File: config.mk
export PLATFORM = sky130hd
export DESIGN_NAME = adder_seq
export DESIGN_NICKNAME = d
export VERILOG_FILES = /design/src/rtl/adder_pkg.sv /design/src/rtl/adder_slice.sv /design/src/rtl/adder_seq.sv
export SDC_FILE = /design/constraint.sdc
export NUM_CORES = 1
export LEC_CHECK = 0
export BUFFER_PORTS_ARGS = -buffer_cell sky130_fd_sc_hd__buf_2
export CAP_MARGIN = 10
export CORE_UTILIZATION = 56
export DETAILED_ROUTE_END_ITERATION = 10
export GPL_TIMING_DRIVEN = 0
export PLACE_DENSITY = 0.8
export SYNTH_ARGS = -nofsm -noshare
export SYNTH_HDL_FRONTEND = slang
export SYNTH_SLANG_ARGS = --single-unit
File: constraint.sdc
create_clock -name i_clk -period 3.6 [get_ports i_clk]
set_input_delay 0.72 -clock i_clk [delete_from_list [all_inputs] [get_ports i_clk]]
set_output_delay 0.72 -clock i_clk [all_outputs]
set_load 0.02 [all_outputs]
File: src/rtl/adder_pkg.sv
// Shared types and constants for the slice-serial adder/subtractor.
// Latency: n/a (types, parameters and an elaboration-time helper only).
// Backpressure: n/a.
package adder_pkg;

   localparam int DEF_WIDTH = 32;
   localparam int DEF_SLICE = 8;

   typedef enum logic [1:0] {
      ST_IDLE = 2'd0,
      ST_RUN  = 2'd1,
      ST_DONE = 2'd2
   } state_e;

   // Width of the slice counter for n slices; never narrower than one bit,
   // so a single-slice configuration still gets a legal vector.
   function automatic int cnt_w(input int n);
      return (n <= 1) ? 1 : $clog2(n);
   endfunction

endpackage

File: src/rtl/adder_slice.sv
// SLICE-bit combinational ripple adder used once per cycle by adder_seq.
// Latency: combinational, no state.
// Backpressure: none (pure function of its inputs).
//
// Ports:
//   i_a, i_b : slice operands
//   i_cin    : carry into the slice LSB
//   o_sum    : slice sum
//   o_cout   : carry out of the slice MSB
module adder_slice #(
   parameter int SLICE = 8
) (
   input  logic [SLICE-1:0] i_a,
   input  logic [SLICE-1:0] i_b,
   input  logic             i_cin,
   output logic [SLICE-1:0] o_sum,
   output logic             o_cout
);

   assign {o_cout, o_sum} = {1'b0, i_a} + {1'b0, i_b} + {{SLICE{1'b0}}, i_cin};

endmodule

File: src/rtl/adder_seq.sv
// Slice-serial WIDTH-bit add/subtract with result accumulator and valid/ready on both sides.
// Latency: o_valid rises N = WIDTH/SLICE cycles after the accept edge; issue interval >= N+2.
// Backpressure: result held in DONE, outputs stable, until i_ready; o_ready high only in IDLE.
//
// Ports:
//   i_clk, i_rst_n           : clock, asynchronous active-low reset
//   i_valid / o_ready        : operation handshake (i_a, i_b, i_cin, i_sub, i_acc sampled at accept)
//   i_acc                    : use the accumulator as operand A
//   i_clr                    : synchronous accumulator clear, any state, wins over result write-back
//   o_valid / i_ready        : result handshake
//   o_sum, o_carry, o_ovf    : registered result, carry out, signed overflow
//   o_acc                    : current accumulator
module adder_seq
   import adder_pkg::*;
#(
   parameter int WIDTH = DEF_WIDTH,
   parameter int SLICE = DEF_SLICE
) (
   input  logic             i_clk,
   input  logic             i_rst_n,
   input  logic             i_valid,
   output logic             o_ready,
   input  logic [WIDTH-1:0] i_a,
   input  logic [WIDTH-1:0] i_b,
   input  logic             i_cin,
   input  logic             i_sub,
   input  logic             i_acc,
   input  logic             i_clr,
   output logic             o_valid,
   input  logic             i_ready,
   output logic [WIDTH-1:0] o_sum,
   output logic             o_carry,
   output logic             o_ovf,
   output logic [WIDTH-1:0] o_acc
);

   localparam int N  = WIDTH / SLICE;
   localparam int KW = cnt_w(N);
   localparam logic [KW-1:0] K_LAST = KW'(N - 1);

   if (WIDTH % SLICE != 0) begin : g_bad_width
      $error("adder_seq: WIDTH must be an integer multiple of SLICE");
   end

   state_e           state_q;
   logic             ready_q;
   logic             valid_q;
   logic [KW-1:0]    k_q;
   logic             c_q;
   logic [WIDTH-1:0] opa_q;
   logic [WIDTH-1:0] opb_q;
   logic [WIDTH-1:0] part_q;   // slices completed so far in the current operation
   logic [WIDTH-1:0] part_d;
   logic [WIDTH-1:0] sum_q;
   logic             carry_q;
   logic             ovf_q;
   logic [WIDTH-1:0] acc_q;

   logic [SLICE-1:0] sl_a;
   logic [SLICE-1:0] sl_b;
   logic [SLICE-1:0] sl_sum;
   logic             sl_cout;

   // One physical slice adder, fed by the slice selected by k.
   always_comb begin
      sl_a = opa_q[int'(k_q) * SLICE +: SLICE];
      sl_b = opb_q[int'(k_q) * SLICE +: SLICE];
   end

   adder_slice #(.SLICE(SLICE)) u_slice (
      .i_a    (sl_a),
      .i_b    (sl_b),
      .i_cin  (c_q),
      .o_sum  (sl_sum),
      .o_cout (sl_cout)
   );

   // The partial sum lives apart from sum_q so o_sum keeps the previous
   // result while a new operation is still running.
   always_comb begin
      part_d = part_q;
      part_d[int'(k_q) * SLICE +: SLICE] = sl_sum;
   end

   always_ff @(posedge i_clk or negedge i_rst_n) begin
      if (!i_rst_n) begin
         state_q <= ST_IDLE;
         ready_q <= 1'b1;
         valid_q <= 1'b0;
         k_q     <= '0;
         c_q     <= 1'b0;
         opa_q   <= '0;
         opb_q   <= '0;
         part_q  <= '0;
         sum_q   <= '0;
         carry_q <= 1'b0;
         ovf_q   <= 1'b0;
         acc_q   <= '0;
      end else begin
         case (state_q)
            ST_IDLE: begin
               if (i_valid && ready_q) begin
                  opa_q   <= i_acc ? acc_q : i_a;
                  opb_q   <= i_sub ? ~i_b : i_b;
                  c_q     <= i_sub ? 1'b1 : i_cin;
                  k_q     <= '0;
                  part_q  <= '0;
                  ready_q <= 1'b0;
                  state_q <= ST_RUN;
               end
            end
            ST_RUN: begin
               part_q <= part_d;
               c_q    <= sl_cout;
               if (k_q == K_LAST) begin
                  sum_q   <= part_d;
                  carry_q <= sl_cout;
                  // Overflow: operands agree in sign but the result does not.
                  ovf_q   <= (opa_q[WIDTH-1] == opb_q[WIDTH-1]) &&
                             (part_d[WIDTH-1] != opa_q[WIDTH-1]);
                  valid_q <= 1'b1;
                  state_q <= ST_DONE;
               end else begin
                  k_q <= k_q + 1'b1;
               end
            end
            ST_DONE: begin
               if (i_ready) begin
                  acc_q   <= sum_q;
                  valid_q <= 1'b0;
                  ready_q <= 1'b1;
                  state_q <= ST_IDLE;
               end
            end
            default: begin
               valid_q <= 1'b0;
               ready_q <= 1'b1;
               state_q <= ST_IDLE;
            end
         endcase
         // Placed last so a clear beats a same-cycle result write-back.
         if (i_clr) begin
            acc_q <= '0;
         end
      end
   end

   assign o_ready = ready_q;
   assign o_valid = valid_q;
   assign o_sum   = sum_q;
   assign o_carry = carry_q;
   assign o_ovf   = ovf_q;
   assign o_acc   = acc_q;

endmodule
==> results.ini <==
[timing]
rsz0062_at_grt = yes
final-max-slew-violation-count = 0
tightest_slew_ns = 1.19
relSlewSlack = 0.203
finalHoldViolations = 0
hold_slack_ns = 0.256
fin_skew_ns = 0.00967
maxClockFrequency_mhz = 280
fin_crit_ns = 3.57
finalSetupViolCount = 0
finalCritPeriodShare = 0.991

[synthesis]
ys_seq_area_frac = 0.538
synth_fp_nets = 790
async_flop_share = 1.00
synth_top_area_frac = 0.535
netlist_top_cells_area = dfrtp_1 54%, a22o_1 6.2%, nor2_1 5.9%
yosys-top-cells-count = 168 x dfrtp_1, 123 x nor2_1, 76 x a21oi_1
synth_edf_count = 0
yosysUniqueCellTypes = 46
yosys.area.top_type = dfrtp_1
synth_area_per_cell_um2 = 11.2
synthesis.instances = 703
ys_seq_elements = 169
synthFlopType = dfrtp_1
ys_warn_count = 0
yosysMostFrequentCell = dfrtp_1
syn_area_mm2 = 0.00786

[detailed_routing]
finalWirelength_mm = 22.3
drc = 0
dr.pass1.iters = 5
wl_per_cell_um = 21.3
drt-initial-drc-count = 667
routed_via_density = 6.17
vias = 6477
ant_nets = 0

[clock_network]
cts.sinks = 169
cts.clk_slew.worst_paths_ns = 0.07
cts_tree = done
clk_latency_ns = 0.43
cts.hold.buffers_added = 0
cts.path.max_buffers = 2
clock-root-buffer = clkbuf_16
post_cts_buffers = 0
htreeDepth = 4
cts_made_buffers = 17

[global_routing]
gr-total-overflow = 0
grt_pass1_vias = 6425
grt_max_degree = 59
grt_first_pass_wirelength_mm = 34.7
antenna_found_initial = 0
grt_usage = 0.324

[worst_setup_path]
endpoint_kind = flop
r2r_start = k_q[0]
reg2reg_depth = 8
worstReg2RegEnd = o_sum[3]
cp_data_arrival_time_ns = 3.92
cp_slowest_cell = xnor2_1
cp-start-kind = flop
ff2ff_setup_slack_ns = 0.03
crit_fanout = 10
worstPathRequired_ns = 3.95
critical_path.max_stage_delay_ns = 0.92
worstPathCellList = clkbuf_4 > buf_4 > mux4_2 > ha_1 > a21oi_1 > xnor2_1 > a221oi_1 > nor2_1
path_class = reg2reg

[die]
core_mm2 = 0.0135
die_y_um = 120
num_io_pins = 140
die_w_um = 120
row_count = 42
start_util = 0.584
die_area_mm2 = 0.0145

[placement]
numPortBuffers = 137
globalplace.congestion = 0.895
post-dp-hpwl_mm = 16.1
placed_area_mm2 = 0.00882

[hold_path]
hold_path.class = in2async

[finish]
fin_area_mm2 = 0.00946
antenna_cells = 0
drive_gt1_frac = 0.268
fillers = 1018
area_growth_pct = 20.4
fin_nets = 948

[power]
peakVddDrop_mv = 1.06
leakagePower_nw = 4.63
power_density_mw_per_mm2 = 959

[status]
status = finished, final reports clean

[job]
maxCapViolations = 0

kinds of logic (layout without fill, tap and decap cells):
logic type | count (synthesis) | after routing | synth area share
DFF | 169 | 169 | 0.538
muxes | 51 | 51 | 0.0906
xor gates and xnor gates | 35 | 35 | 0.0390
buffers and inverters | 58 | 229 | 0.0326
and+or+nand+nor | 173 | 173 | 0.0967
AOI/OAI and AO/OA | 202 | 202 | 0.177
adders and majority gates | 15 | 15 | 0.0258
metrics by stage:
| stage | power [W] | setup TNS (ns) | worst slack (ns) | cells | util |
|---|---|---|---|---|---|
| finish | 0.00907 | 0 | 0.0328 | 1050 | 0.703 |
| global route | 0.00943 | -0.203 | -0.0760 | 1050 | 0.703 |
| CTS | 0.00893 | 0 | 0.0447 | 1050 | 0.703 |
| detailed placement | 0.00687 | -2.45 | -0.288 | 1018 | 0.656 |
| global placement | 0.00673 | -94.71 | -0.564 | 1016 | 0.651 |
| floorplan | 0.00546 | 0 | 0.541 | 703 | - |
critical path, delay by kind of cell, from the launching register on:
| family | cells | cell delay (ns) |
|---|---|---|
| mux | 1 | 0.54 |
| compound gates | 2 | 0.34 |
| flops | 1 | 0.51 |
| simple gates | 1 | 0.17 |
| xor+xnor | 1 | 0.92 |
| buf+inv | 2 | 0.63 |
| fa+ha+maj | 1 | 0.36 |
registers in the layout, summed over array words and instances, names as in the netlist:
name	flops
c_q	1
o_valid	1
opb_q	32
o_sum	32
o_ready	1
part_q	32
o_ovf	1
state_q	2
o_carry	1
opa_q	32
k_q	2
o_acc	32
layout by cell type (no fill, tap or decap), drive strengths merged, types with 4 or more instances in the layout:
| cell type | netlist | final |
|---|---|---|
| a21oi | 79 | 79 |
| a221oi | 24 | 24 |
| a22o | 56 | 56 |
| a31o | 4 | 4 |
| a32oi | 4 | 4 |
| and2 | 4 | 4 |
| buf | 32 | 170 |
| clkbuf | 14 | 37 |
| clkinv | 2 | 6 |
| dfrtp | 168 | 168 |
| ha | 13 | 13 |
| inv | 10 | 10 |
| mux2i | 34 | 34 |
| mux4 | 16 | 16 |
| nand2 | 32 | 32 |
| nor2 | 123 | 123 |
| nor3 | 4 | 4 |
| o21ai | 25 | 25 |
| xnor2 | 34 | 34 |
routing by layer:
layer / global-route usage / up-vias / wire, µm
met4: 0.120 / 0 / 556
met2: 0.503 / 357 / 10600
met3: 0.0741 / 42 / 1930
met1: 0.450 / 3249 / 9210
met5: 0 / - / 0
li1: - / 2829 / -
power by group:
part	switching [W]	total, W	leakage, nW	internal [W]
Combinational	0.00278	0.00420	2.14	0.00142
Sequential	0.000466	0.00298	2.20	0.00251
Clock	0.000756	0.00189	0.287	0.00113
layout make-up:
cell class                 count  area (µm²)  share of cell area
clock inverter                10         144              0.0152
sequential                   169        4230               0.447
multi-input combinational    476        3390               0.359
buffer                        46         215              0.0228
clock buffer                  22         464              0.0491
inverter                      12        45.0             0.00476
timing repair buffer         139         747              0.0790
tap                          176         220              0.0233
worst max path at each step:
stage          startpoint         to  slack (ns)  depth (start not counted)
5_1_grt            k_q[0]  o_sum[21]       -0.08                          9
2_1_floorplan      k_q[0]  o_sum[22]        0.54                         10
3_5_place_dp       k_q[1]  o_sum[21]       -0.29                          9
3_3_place_gp      i_rst_n   o_acc[2]       -0.56                          1
6_report           k_q[0]   o_sum[3]        0.03                          8
4_1_cts            k_q[0]   o_sum[3]        0.04                          8
repair_timing:
item / in CTS / in global routing
pin swaps: 0 / 0
endpoints found under the hold margin: 0 / 0
endpoints found under the setup margin: 26 / 23
resized for setup: 5 / 1
Power figures use the tool's default switching activity.
